[src/rtl/mem_stage_lsu_if.sv]
// Shared operation encoding and the data-memory request/grant/response bus
// between the memory stage (master) and data memory (slave).
package mem_stage_lsu_pkg;
  typedef enum logic [4:0] {
    ALU_ADD, ALU_SUB, ALU_AND, ALU_OR, ALU_XOR, ALU_SLL, ALU_SRL, ALU_SRA,
    ALU_SLT, ALU_SLTU, ALU_LUI,
    ALU_LB, ALU_LH, ALU_LW, ALU_LBU, ALU_LHU,
    ALU_SB, ALU_SH, ALU_SW
  } alu_ctrl_e;
endpackage

interface mem_stage_lsu_if #(parameter int XLEN = 32);
  logic            req;
  logic            we;
  logic [XLEN-1:0] addr;
  logic [3:0]      wstrb;
  logic [XLEN-1:0] wdata;
  logic            gnt;
  logic            rvalid;
  logic [XLEN-1:0] rdata;

  modport master (output req, we, addr, wstrb, wdata, input gnt, rvalid, rdata);
  modport slave  (input req, we, addr, wstrb, wdata, output gnt, rvalid, rdata);
endinterface

[src/rtl/mem_stage_lsu.sv]
// RISC-V memory stage: loads/stores over a req/gnt/rvalid port with lane
// steering and load extension; registers the MEM-WB record and stalls upstream.
module mem_stage_lsu
  import mem_stage_lsu_pkg::*;
#(
  parameter logic [31:0] RESET_PC  = 32'h8000_0000,
  parameter logic [31:0] NOP_INSTR = 32'h0000_0013
) (
  input  logic                  clk_i,
  input  logic                  rstn_i,
  input  logic                  tb_update_i,
  output logic                  tb_update_o,
  input  logic [31:0]           pcM_i,
  input  logic [31:0]           instrM_i,
  input  alu_ctrl_e             operationM_i,
  input  logic [31:0]           rdM_data_i,
  input  logic [4:0]            rdM_addr_i,
  input  logic                  rdM_wr_ena_i,
  input  logic                  memM_wr_ena_i,
  input  logic [31:0]           memM_addr_i,
  input  logic [31:0]           memM_wr_data_i,
  output logic [31:0]           forwM_data_o,
  output logic                  stall_o,
  mem_stage_lsu_if.master       dmem,
  output logic [31:0]           pcW_o,
  output logic [31:0]           instrW_o,
  output logic [31:0]           rdW_data_o,
  output logic [4:0]            rdW_addr_o,
  output logic                  rdW_wr_ena_o,
  output logic                  misaligned_o
);

  typedef enum logic [1:0] {IDLE, WAIT_GNT, WAIT_RSP} state_e;

  state_e      r_state, w_state_nxt;
  logic        w_is_load, w_is_store, w_misaligned, w_access;
  logic        w_req, w_stall;
  logic [1:0]  w_off;
  logic [31:0] r_pcW, r_instrW, r_rdW_data;
  logic [4:0]  r_rdW_addr;
  logic        r_rdW_wr_ena, r_misaligned, r_tb_update;

  function automatic logic [31:0] f_load_ext(alu_ctrl_e op, logic [1:0] off, logic [31:0] w);
    logic [7:0]  b;
    logic [15:0] h;
    b = w[{off, 3'b000} +: 8];
    h = off[1] ? w[31:16] : w[15:0];
    case (op)
      ALU_LB:  f_load_ext = {{24{b[7]}}, b};
      ALU_LBU: f_load_ext = {24'h0, b};
      ALU_LH:  f_load_ext = {{16{h[15]}}, h};
      ALU_LHU: f_load_ext = {16'h0, h};
      default: f_load_ext = w;
    endcase
  endfunction

  function automatic logic [3:0] f_wstrb(alu_ctrl_e op, logic [1:0] off);
    case (op)
      ALU_SB:  f_wstrb = 4'b0001 << off;
      ALU_SH:  f_wstrb = off[1] ? 4'b1100 : 4'b0011;
      ALU_SW:  f_wstrb = 4'b1111;
      default: f_wstrb = 4'b0000;
    endcase
  endfunction

  function automatic logic [31:0] f_wdata(alu_ctrl_e op, logic [31:0] d);
    case (op)
      ALU_SB:  f_wdata = {4{d[7:0]}};
      ALU_SH:  f_wdata = {2{d[15:0]}};
      default: f_wdata = d;
    endcase
  endfunction

  assign w_off        = memM_addr_i[1:0];
  assign w_is_load    = operationM_i inside {ALU_LB, ALU_LH, ALU_LW, ALU_LBU, ALU_LHU};
  assign w_is_store   = operationM_i inside {ALU_SB, ALU_SH, ALU_SW};
  assign w_misaligned = ((operationM_i inside {ALU_LH, ALU_LHU, ALU_SH}) && w_off[0]) ||
                        ((operationM_i inside {ALU_LW, ALU_SW}) && (w_off != 2'b00));
  assign w_access     = (w_is_load || w_is_store) && !w_misaligned;

  // Bus fields come straight from the held EX-MEM inputs, so they stay stable while stalled
  assign dmem.req      = w_req;
  assign dmem.we       = w_is_store;
  assign dmem.addr     = {memM_addr_i[31:2], 2'b00};
  assign dmem.wstrb    = f_wstrb(operationM_i, w_off);
  assign dmem.wdata    = f_wdata(operationM_i, memM_wr_data_i);
  assign forwM_data_o  = rdM_data_i;
  assign stall_o       = w_stall;

  always_comb begin
    w_state_nxt = r_state;
    w_req       = 1'b0;
    w_stall     = 1'b0;
    case (r_state)
      IDLE: begin
        if (w_access) begin
          w_req = 1'b1;
          if (!(w_is_store && dmem.gnt)) begin
            w_stall     = 1'b1;
            w_state_nxt = (dmem.gnt) ? WAIT_RSP : WAIT_GNT;
          end
        end
      end
      WAIT_GNT: begin
        w_req   = 1'b1;
        w_stall = 1'b1;
        if (dmem.gnt) begin
          if (w_is_store) begin
            w_stall     = 1'b0;
            w_state_nxt = IDLE;
          end else begin
            w_state_nxt = WAIT_RSP;
          end
        end
      end
      WAIT_RSP: begin
        if (dmem.rvalid) w_state_nxt = IDLE;
        else             w_stall     = 1'b1;
      end
      default: w_state_nxt = IDLE;
    endcase
  end

  always_ff @(posedge clk_i) begin
    if (!rstn_i) r_state <= IDLE;
    else         r_state <= w_state_nxt;
  end

  // MEM-WB register: the record retires whenever no stall is raised
  always_ff @(posedge clk_i) begin
    if (!rstn_i) begin
      r_pcW        <= RESET_PC;
      r_instrW     <= NOP_INSTR;
      r_rdW_data   <= '0;
      r_rdW_addr   <= '0;
      r_rdW_wr_ena <= 1'b0;
      r_misaligned <= 1'b0;
      r_tb_update  <= 1'b0;
    end else if (w_stall) begin
      r_instrW     <= NOP_INSTR;
      r_rdW_wr_ena <= 1'b0;
      r_misaligned <= 1'b0;
      r_tb_update  <= 1'b0;
    end else begin
      r_pcW        <= pcM_i;
      r_instrW     <= instrM_i;
      r_rdW_addr   <= rdM_addr_i;
      r_tb_update  <= tb_update_i;
      r_misaligned <= w_misaligned;
      r_rdW_wr_ena <= rdM_wr_ena_i && !w_misaligned && !w_is_store;
      if (w_misaligned)   r_rdW_data <= '0;
      else if (w_is_load) r_rdW_data <= f_load_ext(operationM_i, w_off, dmem.rdata);
      else                r_rdW_data <= rdM_data_i;
    end
  end

  assign pcW_o        = r_pcW;
  assign instrW_o     = r_instrW;
  assign rdW_data_o   = r_rdW_data;
  assign rdW_addr_o   = r_rdW_addr;
  assign rdW_wr_ena_o = r_rdW_wr_ena;
  assign misaligned_o = r_misaligned;
  assign tb_update_o  = r_tb_update;

endmodule

[src/flat_wrapper.sv]
// flat-port wrapper written by rule: the top's interface ports become plain ports
module mem_stage_lsu_flat import mem_stage_lsu_pkg::*;
#(
  parameter logic [31:0] RESET_PC  = 32'h8000_0000,
  parameter logic [31:0] NOP_INSTR = 32'h0000_0013
)
  (clk_i, rstn_i, tb_update_i, tb_update_o, pcM_i, instrM_i, operationM_i, rdM_data_i, rdM_addr_i, rdM_wr_ena_i, memM_wr_ena_i, memM_addr_i, memM_wr_data_i, forwM_data_o, stall_o, pcW_o, instrW_o, rdW_data_o, rdW_addr_o, rdW_wr_ena_o, misaligned_o, dmem_req, dmem_we, dmem_addr, dmem_wstrb, dmem_wdata, dmem_gnt, dmem_rvalid, dmem_rdata);
  mem_stage_lsu_if #(.XLEN(32)) dmem_i ();
  input  logic clk_i;
  input  logic rstn_i;
  input  logic tb_update_i;
  output logic tb_update_o;
  input  logic [31:0] pcM_i;
  input  logic [31:0] instrM_i;
  input  alu_ctrl_e operationM_i;
  input  logic [31:0] rdM_data_i;
  input  logic [4:0] rdM_addr_i;
  input  logic rdM_wr_ena_i;
  input  logic memM_wr_ena_i;
  input  logic [31:0] memM_addr_i;
  input  logic [31:0] memM_wr_data_i;
  output logic [31:0] forwM_data_o;
  output logic stall_o;
  output logic [31:0] pcW_o;
  output logic [31:0] instrW_o;
  output logic [31:0] rdW_data_o;
  output logic [4:0] rdW_addr_o;
  output logic rdW_wr_ena_o;
  output logic misaligned_o;
  output wire logic [$bits(dmem_i.req)-1:0] dmem_req;
  output wire logic [$bits(dmem_i.we)-1:0] dmem_we;
  output wire logic [$bits(dmem_i.addr)-1:0] dmem_addr;
  output wire logic [$bits(dmem_i.wstrb)-1:0] dmem_wstrb;
  output wire logic [$bits(dmem_i.wdata)-1:0] dmem_wdata;
  input wire logic [$bits(dmem_i.gnt)-1:0] dmem_gnt;
  input wire logic [$bits(dmem_i.rvalid)-1:0] dmem_rvalid;
  input wire logic [$bits(dmem_i.rdata)-1:0] dmem_rdata;
  assign dmem_req = dmem_i.req;
  assign dmem_we = dmem_i.we;
  assign dmem_addr = dmem_i.addr;
  assign dmem_wstrb = dmem_i.wstrb;
  assign dmem_wdata = dmem_i.wdata;
  assign dmem_i.gnt = dmem_gnt;
  assign dmem_i.rvalid = dmem_rvalid;
  assign dmem_i.rdata = dmem_rdata;
  mem_stage_lsu #(.RESET_PC(RESET_PC), .NOP_INSTR(NOP_INSTR)) u_core (.clk_i(clk_i), .rstn_i(rstn_i), .tb_update_i(tb_update_i), .tb_update_o(tb_update_o), .pcM_i(pcM_i), .instrM_i(instrM_i), .operationM_i(operationM_i), .rdM_data_i(rdM_data_i), .rdM_addr_i(rdM_addr_i), .rdM_wr_ena_i(rdM_wr_ena_i), .memM_wr_ena_i(memM_wr_ena_i), .memM_addr_i(memM_addr_i), .memM_wr_data_i(memM_wr_data_i), .forwM_data_o(forwM_data_o), .stall_o(stall_o), .dmem(dmem_i), .pcW_o(pcW_o), .instrW_o(instrW_o), .rdW_data_o(rdW_data_o), .rdW_addr_o(rdW_addr_o), .rdW_wr_ena_o(rdW_wr_ena_o), .misaligned_o(misaligned_o));
endmodule
[config.mk]
export PLATFORM = sky130hd
export DESIGN_NAME = mem_stage_lsu_flat
export DESIGN_NICKNAME = d
export VERILOG_FILES = /design/src/rtl/mem_stage_lsu_if.sv /design/src/rtl/mem_stage_lsu.sv /design/src/flat_wrapper.sv
export SDC_FILE = /design/constraint.sdc
export NUM_CORES = 1
export LEC_CHECK = 0
export ABC_AREA = 0
export CORE_AREA = 2 2 160 162
export DETAILED_ROUTE_END_ITERATION = 7
export DIE_AREA = 0 0 162 164
export GPL_ROUTABILITY_DRIVEN = 0
export GPL_TIMING_DRIVEN = 0
export HOLD_SLACK_MARGIN = 0.05
export PLACE_DENSITY = 0.66
export SKIP_LAST_GASP = 1
export SLEW_MARGIN = 20
export SYNTH_ARGS = -nofsm -noshare
export SYNTH_HDL_FRONTEND = slang
export SYNTH_SLANG_ARGS = --single-unit
export TNS_END_PERCENT = 50
[constraint.sdc]
create_clock -name clk_i -period 4.8 [get_ports clk_i]
set_input_delay 0.96 -clock clk_i [delete_from_list [all_inputs] [get_ports clk_i]]
set_output_delay 0.96 -clock clk_i [all_outputs]
set_load 0.01 [all_outputs]
==> flow_summary_export.csv <==
group,metric,value,unit
min_path,hp-class,"reg -> reg",
critical_path,critPathTopFamily,"buffers and inverters",
critical_path,path_cells,"clkdlybuf4s50_1 -> buf_4 -> clkbuf_1 -> clkbuf_1 -> o21ai_0 -> a21oi_1 -> clkdlybuf4s50_1",
floorplanning,rows,58,
placement,io_buffers,377,
outcome,status,"complete, no violations",
critical_path,critPathSlowestCell,"clkbuf_1",
final_layout,final_util,40.8,%
cts,cts_made_buffers,9,
route,drt_wl_total,24.6,mm
timing,max_freq,219,MHz
route,route.detailed.drc,0,
final_layout,layout.nets,1220,
route,vias,5923,
yosys,syn_area_per_cell,9.05,um^2
route,drt_pre_antenna_iters,4,
route,drt-initial-drc-count,213,
yosys,yosys_warnings,0,
yosys,synth_cell_types,57,
timing,relSlewSlack,32.8,%
final_layout,drive_gt1_share,14.4,%
global_routing,gr-total-overflow,0,
placement,hpwl,20.1,mm
cts,cts_setup_buffers,0,
cts,cts_root_buffer,"clkbuf_16",
global_routing,grt_pass1_wl,35.6,mm
timing,tns,0,ps
timing,hold_slack,460,ps
yosys,ys_seq_elements,106,
route,routedWlPerCell,18.3,um
route,ant_nets,0,
yosys,synth_area_leader_cell,"dfxtp_1",
cts,h-tree-depth,3,
floorplanning,die_width,162,um
critical_path,max_stage_delay,610,ps
cts,insertion_delay,350,ps
yosys,yosysSeqAreaShare,37.7,%
critical_path,cp_data_required_time,3840,ps
cts,ctsLongestPathBuffers,2,
critical_path,rrSetupSlack,2510,ps
yosys,synth.cell_area,0.00563,mm^2
power,power.density,256,mW/mm^2
yosys,synth_edf_count,0,
timing,worst_pin_slew,1000,ps
global_routing,grtUsageTotal,17.7,%
critical_path,worstPathArrival,3610,ps
yosys,async_flop_share,0,%
cts,clock_sinks,106,
timing,final_hold_viol_count,0,
floorplanning,die_area,0.0266,mm^2
power,irDropWorstVdd,0.150,mV
yosys,yosys-top-cells-area,"dfxtp_1, buf_4, mux2i_1",
global_routing,grt_max_degree,21,
route,via_per_inst,4.40,
global_routing,grt_antenna_before_repair,0,
final_layout,areaGrowthSynthToFinish,79.8,%
critical_path,cp_num_buf_inv,5,
yosys,synth_top_area_share,37.7,%
floorplanning,start_util,22.7,%
yosys,synth_cells,622,
cts,hold_buffers,0,
power,leakage,4.05,nW
flow_run,drv_cap,0,
critical_path,cp-end-kind,"primary output",
timing,min_period,4570,ps
timing,slew_violations,0,
global_routing,grt_pass1_vias,5917,
cts,cts_tree,"built",
cts,cts_resized,0,
final_layout,antenna-diode-count,0,
timing,finalCritPeriodShare,95.3,%
floorplanning,fp.dieH,164,um
critical_path,path_max_fanout,10,
timing,skew,9.05,ps
floorplanning,io_pins,416,
critical_path,crit_path_start_kind,"primary input",
floorplanning,fp.coreArea,0.0248,mm^2
cts,path_clk_slew,80,ps
yosys,ys.flop_type,"dfxtp_1",
critical_path,critPathKind,"in -> out",
timing,setup_viol,0,
timing,rsz0062_at_grt,"no",
## final timing paths
path                                                            to  depth (start not counted)                      startpoint
worst max-delay path                                 dmem_wstrb[1]                          7                 operationM_i[0]
worst min-delay path                 u_core.pcW_o[19]$_SDFFE_PN0N_                          2   u_core.pcW_o[19]$_SDFFE_PN0N_
worst max register to register  u_core.rdW_data_o[20]$_SDFFE_PN0N_                          6  u_core.r_state[0]$_SDFFE_PN0P_
worst min register to register       u_core.pcW_o[19]$_SDFFE_PN0N_                          2   u_core.pcW_o[19]$_SDFFE_PN0N_
## where the power goes
group / internal (W) / leakage, nW / switching [W]
logic: 0.000493 / 3.03 / 0.000347
registers: 0.000958 / 0.879 / 0.0000353
clock network: 0.000367 / 0.143 / 0.000387
## worst reg2reg max path: stages (launching register included)
cell and delay [ps]:
dfxtp_1 400, inv_1 70, and3_1 190, nand3b_2 250, nor4_2 850, buf_4 340
a32o_1 140
## routing by layer
| metal | track usage [%] | up-vias | share of wire [%] |
|---|---|---|---|
| met2 | 31.4 | 259 | 49 |
| met3 | 5.00 | 13 | 7.9 |
| met4 | 3.10 | 0 | 0.70 |
| li1 | - | 2891 | - |
| met5 | 0 | - | 0 |
| met1 | 21.6 | 2760 | 42 |
## metrics by stage
stage,instance area [um^2],cells,power [W],setup slack [ps]
after floorplan,5630,623,0.00136,1450
after global placement,9820,1330,0.00185,215
after detailed placement,9820,1330,0.00186,223
after CTS,10100,1346,0.00263,214
after global routing,10100,1346,0.00272,22.4
final,10100,1346,0.00259,227
## cell usage after synthesis, types with 7 or more instances
| cell type | count |
|---|---|
| and2_1 | 31 |
| a32o_1 | 16 |
| o21ai_0 | 21 |
| inv_1 | 15 |
| o22a_1 | 17 |
| a21oi_1 | 19 |
| o211ai_1 | 9 |
| nand2_1 | 96 |
| buf_6 | 8 |
| buf_4 | 76 |
| clkbuf_1 | 28 |
| nor2_1 | 24 |
| o221ai_1 | 8 |
| mux2_2 | 23 |
| o32ai_1 | 13 |
| a221oi_1 | 7 |
| dfxtp_1 | 106 |
| mux2i_1 | 46 |
## registers in the layout (all words and copies together) (netlist names)
signal / flops
u_core.instrW_o: 32
u_core.misaligned_o: 1
u_core.pcW_o: 32
u_core.r_state: 2
u_core.rdW_addr_o: 5
u_core.rdW_data_o: 32
u_core.rdW_wr_ena_o: 1
u_core.tb_update_o: 1
## cell families after synthesis
family,Yosys count,synth area share (%)
xor gates and xnor gates,2,0.311
muxes,70,13.2
other,1,0.0666
buffers and inverters,133,15.2
AOI/OAI and AO/OA,127,17.6
DFF,106,37.7
and+or+nand+nor,183,15.9
## placed cells by master (no fill, tap or decap), types with 8 or more instances in the layout
cell and count:
a21oi_1 19, a32o_1 16, and2_1 31, buf_4 76, buf_6 8, clkbuf_1 28, clkbuf_16 9, clkdlybuf4s50_1 377
dfxtp_1 106, inv_1 15, mux2_2 23, mux2i_1 46, nand2_1 96, nor2_1 24, o211ai_1 9, o21ai_0 21
o221ai_1 8, o22a_1 17, o32ai_1 13
## final cells by class
cell class,instances,area (um^2)
Multi-Input combinational cell,384,2660
Clock inverter,7,68.8
Sequential cell,106,2120
Fill cell,2512,14700
Buffer,117,791
Clock buffer,9,225
Tap cell,330,413
Timing Repair Buffer,377,3770
Inverter,16,65.1
(Power assumes the default switching activity.)
